[src/rtl/ee357_ctrl_pkg.sv]
// ---------------------------------------------------------------------------
// ee357_ctrl_pkg
// Shared definitions for the multicycle control FSM of the 32-bit datapath:
//   - state encodings (plain localparams plus the state enum built on them)
//   - opcode constants for the supported instruction classes
//   - encodings of the alu_op, alu_src_b and pc_source select fields
//   - helper that identifies the states that wait on mem_ready
// ---------------------------------------------------------------------------
package ee357_ctrl_pkg;

   localparam int STATE_BITS = 4;

   // State encodings
   localparam logic [STATE_BITS-1:0] ST_IDLE   = 4'd0;
   localparam logic [STATE_BITS-1:0] ST_FETCH  = 4'd1;
   localparam logic [STATE_BITS-1:0] ST_DECODE = 4'd2;
   localparam logic [STATE_BITS-1:0] ST_MEMADR = 4'd3;
   localparam logic [STATE_BITS-1:0] ST_MEMRD  = 4'd4;
   localparam logic [STATE_BITS-1:0] ST_MEMWB  = 4'd5;
   localparam logic [STATE_BITS-1:0] ST_MEMWR  = 4'd6;
   localparam logic [STATE_BITS-1:0] ST_REXEC  = 4'd7;
   localparam logic [STATE_BITS-1:0] ST_RWB    = 4'd8;
   localparam logic [STATE_BITS-1:0] ST_BEQ    = 4'd9;
   localparam logic [STATE_BITS-1:0] ST_ADDIEX = 4'd10;
   localparam logic [STATE_BITS-1:0] ST_ADDIWB = 4'd11;
   localparam logic [STATE_BITS-1:0] ST_JUMP   = 4'd12;
   localparam logic [STATE_BITS-1:0] ST_HALT   = 4'd13;

   typedef enum logic [STATE_BITS-1:0] {
      IDLE   = ST_IDLE,
      FETCH  = ST_FETCH,
      DECODE = ST_DECODE,
      MEMADR = ST_MEMADR,
      MEMRD  = ST_MEMRD,
      MEMWB  = ST_MEMWB,
      MEMWR  = ST_MEMWR,
      REXEC  = ST_REXEC,
      RWB    = ST_RWB,
      BEQ    = ST_BEQ,
      ADDIEX = ST_ADDIEX,
      ADDIWB = ST_ADDIWB,
      JUMP   = ST_JUMP,
      HALT   = ST_HALT
   } state_e;

   // Opcode field IR[31:26]
   localparam logic [5:0] OP_RTYPE = 6'b000000;
   localparam logic [5:0] OP_LW    = 6'b100011;
   localparam logic [5:0] OP_SW    = 6'b101011;
   localparam logic [5:0] OP_BEQ   = 6'b000100;
   localparam logic [5:0] OP_ADDI  = 6'b001000;
   localparam logic [5:0] OP_J     = 6'b000010;

   // ALU operation select
   localparam logic [1:0] ALU_ADD   = 2'b00;
   localparam logic [1:0] ALU_SUB   = 2'b01;
   localparam logic [1:0] ALU_FUNCT = 2'b10;

   // ALU B-operand mux select
   localparam logic [1:0] SRCB_REG   = 2'b00;
   localparam logic [1:0] SRCB_FOUR  = 2'b01;
   localparam logic [1:0] SRCB_IMM   = 2'b10;
   localparam logic [1:0] SRCB_BROFF = 2'b11;

   // PC source mux select
   localparam logic [1:0] PCSRC_ALU    = 2'b00;
   localparam logic [1:0] PCSRC_ALUOUT = 2'b01;
   localparam logic [1:0] PCSRC_JUMP   = 2'b10;

   // States that hold on the memory handshake and feed the wait counter
   function automatic logic is_mem_state(input state_e s);
      return (s == FETCH) || (s == MEMRD) || (s == MEMWR);
   endfunction

endpackage

[src/rtl/ee357_mc_control.sv]
// ---------------------------------------------------------------------------
// ee357_mc_control
// Multicycle control FSM. Sequences the datapath mux selects, register-file
// and memory enables and PC update for each instruction class. Memory states
// stall on mem_ready; an optional wait counter forces HALT (sticky mem_fault)
// when a memory access exceeds MEM_TIMEOUT cycles.
//
// Handshake: in FETCH/MEMRD/MEMWR the request (mem_read or mem_write) is held
// every cycle until a cycle in which mem_ready=1; that cycle completes the
// access and the FSM leaves the state on the following edge.
//
// Ports:
//   clk, rst_n       clock (rising edge), asynchronous active-low reset
//   opcode[5:0]      IR[31:26], sampled only in DECODE and MEMADR
//   mem_ready        memory completes the current access this cycle
//   pc_write         unconditional PC load
//   pc_write_cond    PC load if ALU zero
//   i_or_d           address mux: 0=PC, 1=ALUOut
//   mem_read/write   memory requests
//   mem_to_reg       write-data mux: 0=ALUOut, 1=MDR
//   ir_write         IR load enable
//   reg_dst          write-reg mux: 0=rt, 1=rd
//   reg_write        register file write enable
//   alu_src_a        0=PC, 1=A
//   alu_src_b[1:0]   00=B, 01=4, 10=sign-ext imm, 11=imm<<2
//   alu_op[1:0]      00=add, 01=sub, 10=funct-decoded
//   pc_source[1:0]   00=ALU result, 01=ALUOut, 10=jump target
//   illegal_op       one-cycle pulse in DECODE for an unsupported opcode
//   mem_fault        sticky, memory timeout occurred
//   state_out        current state encoding
// ---------------------------------------------------------------------------
module ee357_mc_control
   import ee357_ctrl_pkg::*;
#(
   parameter int MEM_TIMEOUT = 16,
   parameter int STATE_W     = 4
) (
   input  logic               clk,
   input  logic               rst_n,
   input  logic [5:0]         opcode,
   input  logic               mem_ready,
   output logic               pc_write,
   output logic               pc_write_cond,
   output logic               i_or_d,
   output logic               mem_read,
   output logic               mem_write,
   output logic               mem_to_reg,
   output logic               ir_write,
   output logic               reg_dst,
   output logic               reg_write,
   output logic               alu_src_a,
   output logic [1:0]         alu_src_b,
   output logic [1:0]         alu_op,
   output logic [1:0]         pc_source,
   output logic               illegal_op,
   output logic               mem_fault,
   output logic [STATE_W-1:0] state_out
);

   // The counter only has to reach MEM_TIMEOUT-1: the cycle that would make
   // it MEM_TIMEOUT is the one that times out.
   localparam int CNT_W = (MEM_TIMEOUT < 2) ? 1 : $clog2(MEM_TIMEOUT);
   localparam logic [CNT_W-1:0] WAIT_LIMIT = CNT_W'(MEM_TIMEOUT - 1);

   state_e           state_q, state_d;
   logic [CNT_W-1:0] wait_q, wait_d;
   logic             fault_q, fault_d;
   logic             timeout_hit;

   // mem_ready on the limit cycle wins, so the timeout requires it low.
   assign timeout_hit = (MEM_TIMEOUT > 0) && !mem_ready && (wait_q == WAIT_LIMIT);

   // ------------------------------------------------------------------
   // State, wait counter and fault register
   // ------------------------------------------------------------------
   always_ff @(posedge clk or negedge rst_n) begin
      if (!rst_n) begin
         state_q <= IDLE;
         wait_q  <= '0;
         fault_q <= 1'b0;
      end else begin
         state_q <= state_d;
         wait_q  <= wait_d;
         fault_q <= fault_d;
      end
   end

   // Wait counter: clears whenever the state changes, counts stalled
   // memory cycles otherwise.
   always_comb begin
      wait_d = wait_q;
      if (state_d != state_q) begin
         wait_d = '0;
      end else if (is_mem_state(state_q) && !mem_ready) begin
         wait_d = wait_q + CNT_W'(1);
      end
   end

   // ------------------------------------------------------------------
   // Next state and Moore outputs (ir_write/pc_write in FETCH follow
   // mem_ready so the IR and PC load only on the completing cycle).
   // ------------------------------------------------------------------
   always_comb begin
      state_d       = state_q;
      fault_d       = fault_q;
      pc_write      = 1'b0;
      pc_write_cond = 1'b0;
      i_or_d        = 1'b0;
      mem_read      = 1'b0;
      mem_write     = 1'b0;
      mem_to_reg    = 1'b0;
      ir_write      = 1'b0;
      reg_dst       = 1'b0;
      reg_write     = 1'b0;
      alu_src_a     = 1'b0;
      alu_src_b     = SRCB_REG;
      alu_op        = ALU_ADD;
      pc_source     = PCSRC_ALU;
      illegal_op    = 1'b0;

      unique case (state_q)
         IDLE: begin
            state_d = FETCH;
         end

         FETCH: begin
            mem_read  = 1'b1;
            alu_src_b = SRCB_FOUR;
            ir_write  = mem_ready;
            pc_write  = mem_ready;
            if (mem_ready) begin
               state_d = DECODE;
            end else if (timeout_hit) begin
               state_d = HALT;
               fault_d = 1'b1;
            end
         end

         DECODE: begin
            alu_src_b = SRCB_BROFF;
            unique case (opcode)
               OP_LW, OP_SW: state_d = MEMADR;
               OP_RTYPE:     state_d = REXEC;
               OP_BEQ:       state_d = BEQ;
               OP_ADDI:      state_d = ADDIEX;
               OP_J:         state_d = JUMP;
               default: begin
                  state_d    = FETCH;
                  illegal_op = 1'b1;
               end
            endcase
         end

         MEMADR: begin
            alu_src_a = 1'b1;
            alu_src_b = SRCB_IMM;
            // Only lw/sw reach this state; anything but sw is treated as a load.
            state_d   = (opcode == OP_SW) ? MEMWR : MEMRD;
         end

         MEMRD: begin
            mem_read = 1'b1;
            i_or_d   = 1'b1;
            if (mem_ready) begin
               state_d = MEMWB;
            end else if (timeout_hit) begin
               state_d = HALT;
               fault_d = 1'b1;
            end
         end

         MEMWB: begin
            reg_write  = 1'b1;
            mem_to_reg = 1'b1;
            state_d    = FETCH;
         end

         MEMWR: begin
            mem_write = 1'b1;
            i_or_d    = 1'b1;
            if (mem_ready) begin
               state_d = FETCH;
            end else if (timeout_hit) begin
               state_d = HALT;
               fault_d = 1'b1;
            end
         end

         REXEC: begin
            alu_src_a = 1'b1;
            alu_op    = ALU_FUNCT;
            state_d   = RWB;
         end

         RWB: begin
            reg_write = 1'b1;
            reg_dst   = 1'b1;
            state_d   = FETCH;
         end

         BEQ: begin
            alu_src_a     = 1'b1;
            alu_op        = ALU_SUB;
            pc_write_cond = 1'b1;
            pc_source     = PCSRC_ALUOUT;
            state_d       = FETCH;
         end

         ADDIEX: begin
            alu_src_a = 1'b1;
            alu_src_b = SRCB_IMM;
            state_d   = ADDIWB;
         end

         ADDIWB: begin
            reg_write = 1'b1;
            state_d   = FETCH;
         end

         JUMP: begin
            pc_write  = 1'b1;
            pc_source = PCSRC_JUMP;
            state_d   = FETCH;
         end

         HALT: begin
            // Terminal until reset.
            state_d = HALT;
         end

         default: begin
            state_d = IDLE;
         end
      endcase
   end

   assign mem_fault = fault_q;
   assign state_out = STATE_W'(state_q);

endmodule
[config.mk]
export PLATFORM = sky130hd
export DESIGN_NAME = ee357_mc_control
export DESIGN_NICKNAME = d
export VERILOG_FILES = /design/src/rtl/ee357_ctrl_pkg.sv /design/src/rtl/ee357_mc_control.sv
export SDC_FILE = /design/constraint.sdc
export NUM_CORES = 1
export LEC_CHECK = 0
export ABC_CLOCK_PERIOD_IN_PS = 4500
export CAP_MARGIN = 0
export CELL_PAD_IN_SITES_DETAIL_PLACEMENT = 0
export CELL_PAD_IN_SITES_GLOBAL_PLACEMENT = 1
export CORE_ASPECT_RATIO = 1.1
export CORE_MARGIN = 1.5
export CORE_UTILIZATION = 36
export DETAILED_ROUTE_END_ITERATION = 12
export PLACE_DENSITY_LB_ADDON = 0.15
export SYNTH_ARGS = -nofsm -noshare
export SYNTH_HDL_FRONTEND = slang
export SYNTH_SLANG_ARGS = --single-unit
[constraint.sdc]
create_clock -name clk -period 4.5 [get_ports clk]
set_input_delay 0.9 -clock clk [delete_from_list [all_inputs] [get_ports clk]]
set_output_delay 0.9 -clock clk [all_outputs]
set_load 0.02 [all_outputs]
==> results.json <==
{
  "yosysMostFrequentCell": "nor2_1",
  "relSlewSlack_pct": 46.1,
  "wl_per_cell_um": 14.8,
  "crit_type": "in2out",
  "synthAdderAreaFrac_pct": 2.44,
  "slew_viol_final": 0,
  "drv_cap": 0,
  "insertion_delay_ps": 270,
  "rows": 19,
  "grt_max_degree": 28,
  "place.gp.congestion": 0.812,
  "tns_ps": 0,
  "tightest_slew_ps": 808,
  "grt_antenna_before_repair": 0,
  "synth-xor-area-share_pct": 5.38,
  "synth_common_cells": "nor2_1 (11), dfrtp_1 (9), nand2_1 (8)",
  "crit_arrival_ps": 2680,
  "syn_nets": 128,
  "power_density_nw_per_um2": 610,
  "worstHoldPathType": "reg2reg",
  "yosysTopAreaCell": "dfrtp_1",
  "setup.worst_path.start_class": "input pin",
  "holdBufCountCts": 0,
  "core_area_um2": 2540,
  "rsz0062_at_grt": "false",
  "cts_max_level": 1,
  "nets": 153,
  "drtIter0Drc": 19,
  "io_buffer_count": 30,
  "p_leak_nw": 0.518,
  "end_kind": "output port",
  "start_util_pct": 38.4,
  "avgSynthCellArea_um2": 8.27,
  "vias": 1012,
  "required_ps": 3600,
  "final_antenna_net_count": 0,
  "cts_root_buf": "clkbuf_4",
  "drc": 0,
  "fin_ws_ps": 924,
  "synth_simple_gate_area_share_pct": 35.1,
  "io-pin-count": 31,
  "die_w_um": 52.6,
  "synthCells": 118,
  "skew_ps": 5.33,
  "syn2layout_area_growth_pct": 30.6,
  "dp_hpwl_um": 1850,
  "clockBufferDepth": 2,
  "synth_top_area_share_pct": 23.1,
  "ys_ff_latch": 9,
  "place_ws_ps": 908,
  "peakVddDrop_mv": 0.355,
  "synth_top_family_by_area": "simple AND/OR/NAND/NOR gates",
  "finalSetupViolations": 0,
  "via_per_inst": 5.85,
  "synth_area_um2": 976,
  "critical_path.max_fanout": 6,
  "yosysWarnings": 0,
  "cts_tree": "yes",
  "post-cts-setup-buffers": 0,
  "die_height_um": 57.6,
  "synth_compound_area_share_pct": 22.2,
  "place_area_um2": 1250,
  "final_area_um2": 1270,
  "clkTransAtPathRegs_ps": 60,
  "fin_crit_sh_pct": 79.5,
  "grt_overflow": 0,
  "grt_pass1_wl_um": 4240,
  "synth-main-ff-cell": "dfrtp_1",
  "outcome": "finished clean",
  "grt_pass1_vias": 882,
  "yosysSeqAreaShare_pct": 23.1,
  "synth.mux.area_fraction_pct": 4.23,
  "yosysUniqueCellTypes": 48,
  "n_antenna_cell": 0,
  "synth_async_sr_flop_share_pct": 100,
  "netlist_top_cells_area": "dfrtp_1 (23%), nor2_1 (4.2%), buf_4 (3.8%)",
  "dieArea_um2": 3030,
  "clock_sinks": 9,
  "finalHoldViolCount": 0,
  "cts_resized": 0,
  "drive_gt1_share_pct": 10.6,
  "grt.total_usage_pct": 18.3,
  "numCtsBuffers": 3,
  "holdWs_ps": 454,
  "synth_edf_count": 0,
  "fmax_mhz": 280,
  "period_needed_ps": 3580,
  "routed_wl_um": 2550,
  "drt_pass1_iterations": 4
}
## area by class of cell
class / instances / area [µm²]
tap: 31 / 38.8
sequential: 9 / 225
multi-input combinational: 97 / 677
fill: 271 / 1270
timing repair buffer: 30 / 300
inverter: 2 / 7.51
clock buffer: 4 / 26.3
## cell families after synthesis
kind of cell	Yosys count
xor+xnor	6
mux	4
buf+inv	12
flops	9
fa+ha+maj	2
simple gates	55
compound gates	30
## final timing paths
path,cells past startpoint,slack (ps),endpoint,start
min in group asynchronous,1,940,state_out[3],rst_n
setup reg to reg,5,2260,wait_q[0],state_out[0]
hold reg to reg,1,450,mem_fault,mem_fault
setup / recovery,5,920,illegal_op,opcode[3]
hold / removal,1,450,mem_fault,mem_fault
max in group asynchronous,1,3250,mem_fault,rst_n
## worst max-delay path, cell delays in order
cell and delay, ps:
clkdlybuf4s50_1 510, xor2_1 210, o211ai_1 250, and3_1 200, clkdlybuf4s50_1 600
## metrics by stage
step | util (%) | instances | total power, mW
2_1_floorplan | - | 118 | 0.542
3_3_place_gp | 49.1 | 169 | 0.707
3_5_place_dp | 49.1 | 169 | 0.712
4_1_cts | 50.1 | 173 | 0.780
5_1_grt | 50.1 | 173 | 0.831
6_report | 50.1 | 173 | 0.778
## report_power, final
group | internal (mW) | total (mW) | switching (mW)
combinational | 0.251 | 0.526 | 0.275
clock | 0.0344 | 0.0661 | 0.0318
sequential | 0.0969 | 0.186 | 0.0893
## sequential cells by signal, indices dropped and copies added, names as in the netlist
register   flops
state_out      4
wait_q         4
mem_fault      1
## cells in the final DEF (no fill, tap or decap), types with 2 or more instances in the layout
cell,count
a31oi_1,4
clkbuf_4,3
nand4b_1,2
o21a_1,2
o21ai_0,4
a211oi_1,3
or2_2,2
dfrtp_1,9
nor4_1,5
nor3_1,5
and3_1,5
and2b_1,2
nor3b_2,2
nand2b_1,3
a21o_1,3
mux2i_1,3
xnor2_1,3
xor2_1,3
clkdlybuf4s50_1,30
nand2_1,8
a21oi_1,3
nor2_1,11
nand3_1,2
o221ai_1,2
## per-layer routing
metal / global-route usage (%) / wire length [µm] / up-vias
li1: - / - / 496
met1: 25.9 / 1190 / 477
met2: 27.5 / 1200 / 35
met3: 3.40 / 129 / 4
met4: 6.59 / 33 / 0
met5: 0 / 0 / -
(Power assumes the default switching activity.)
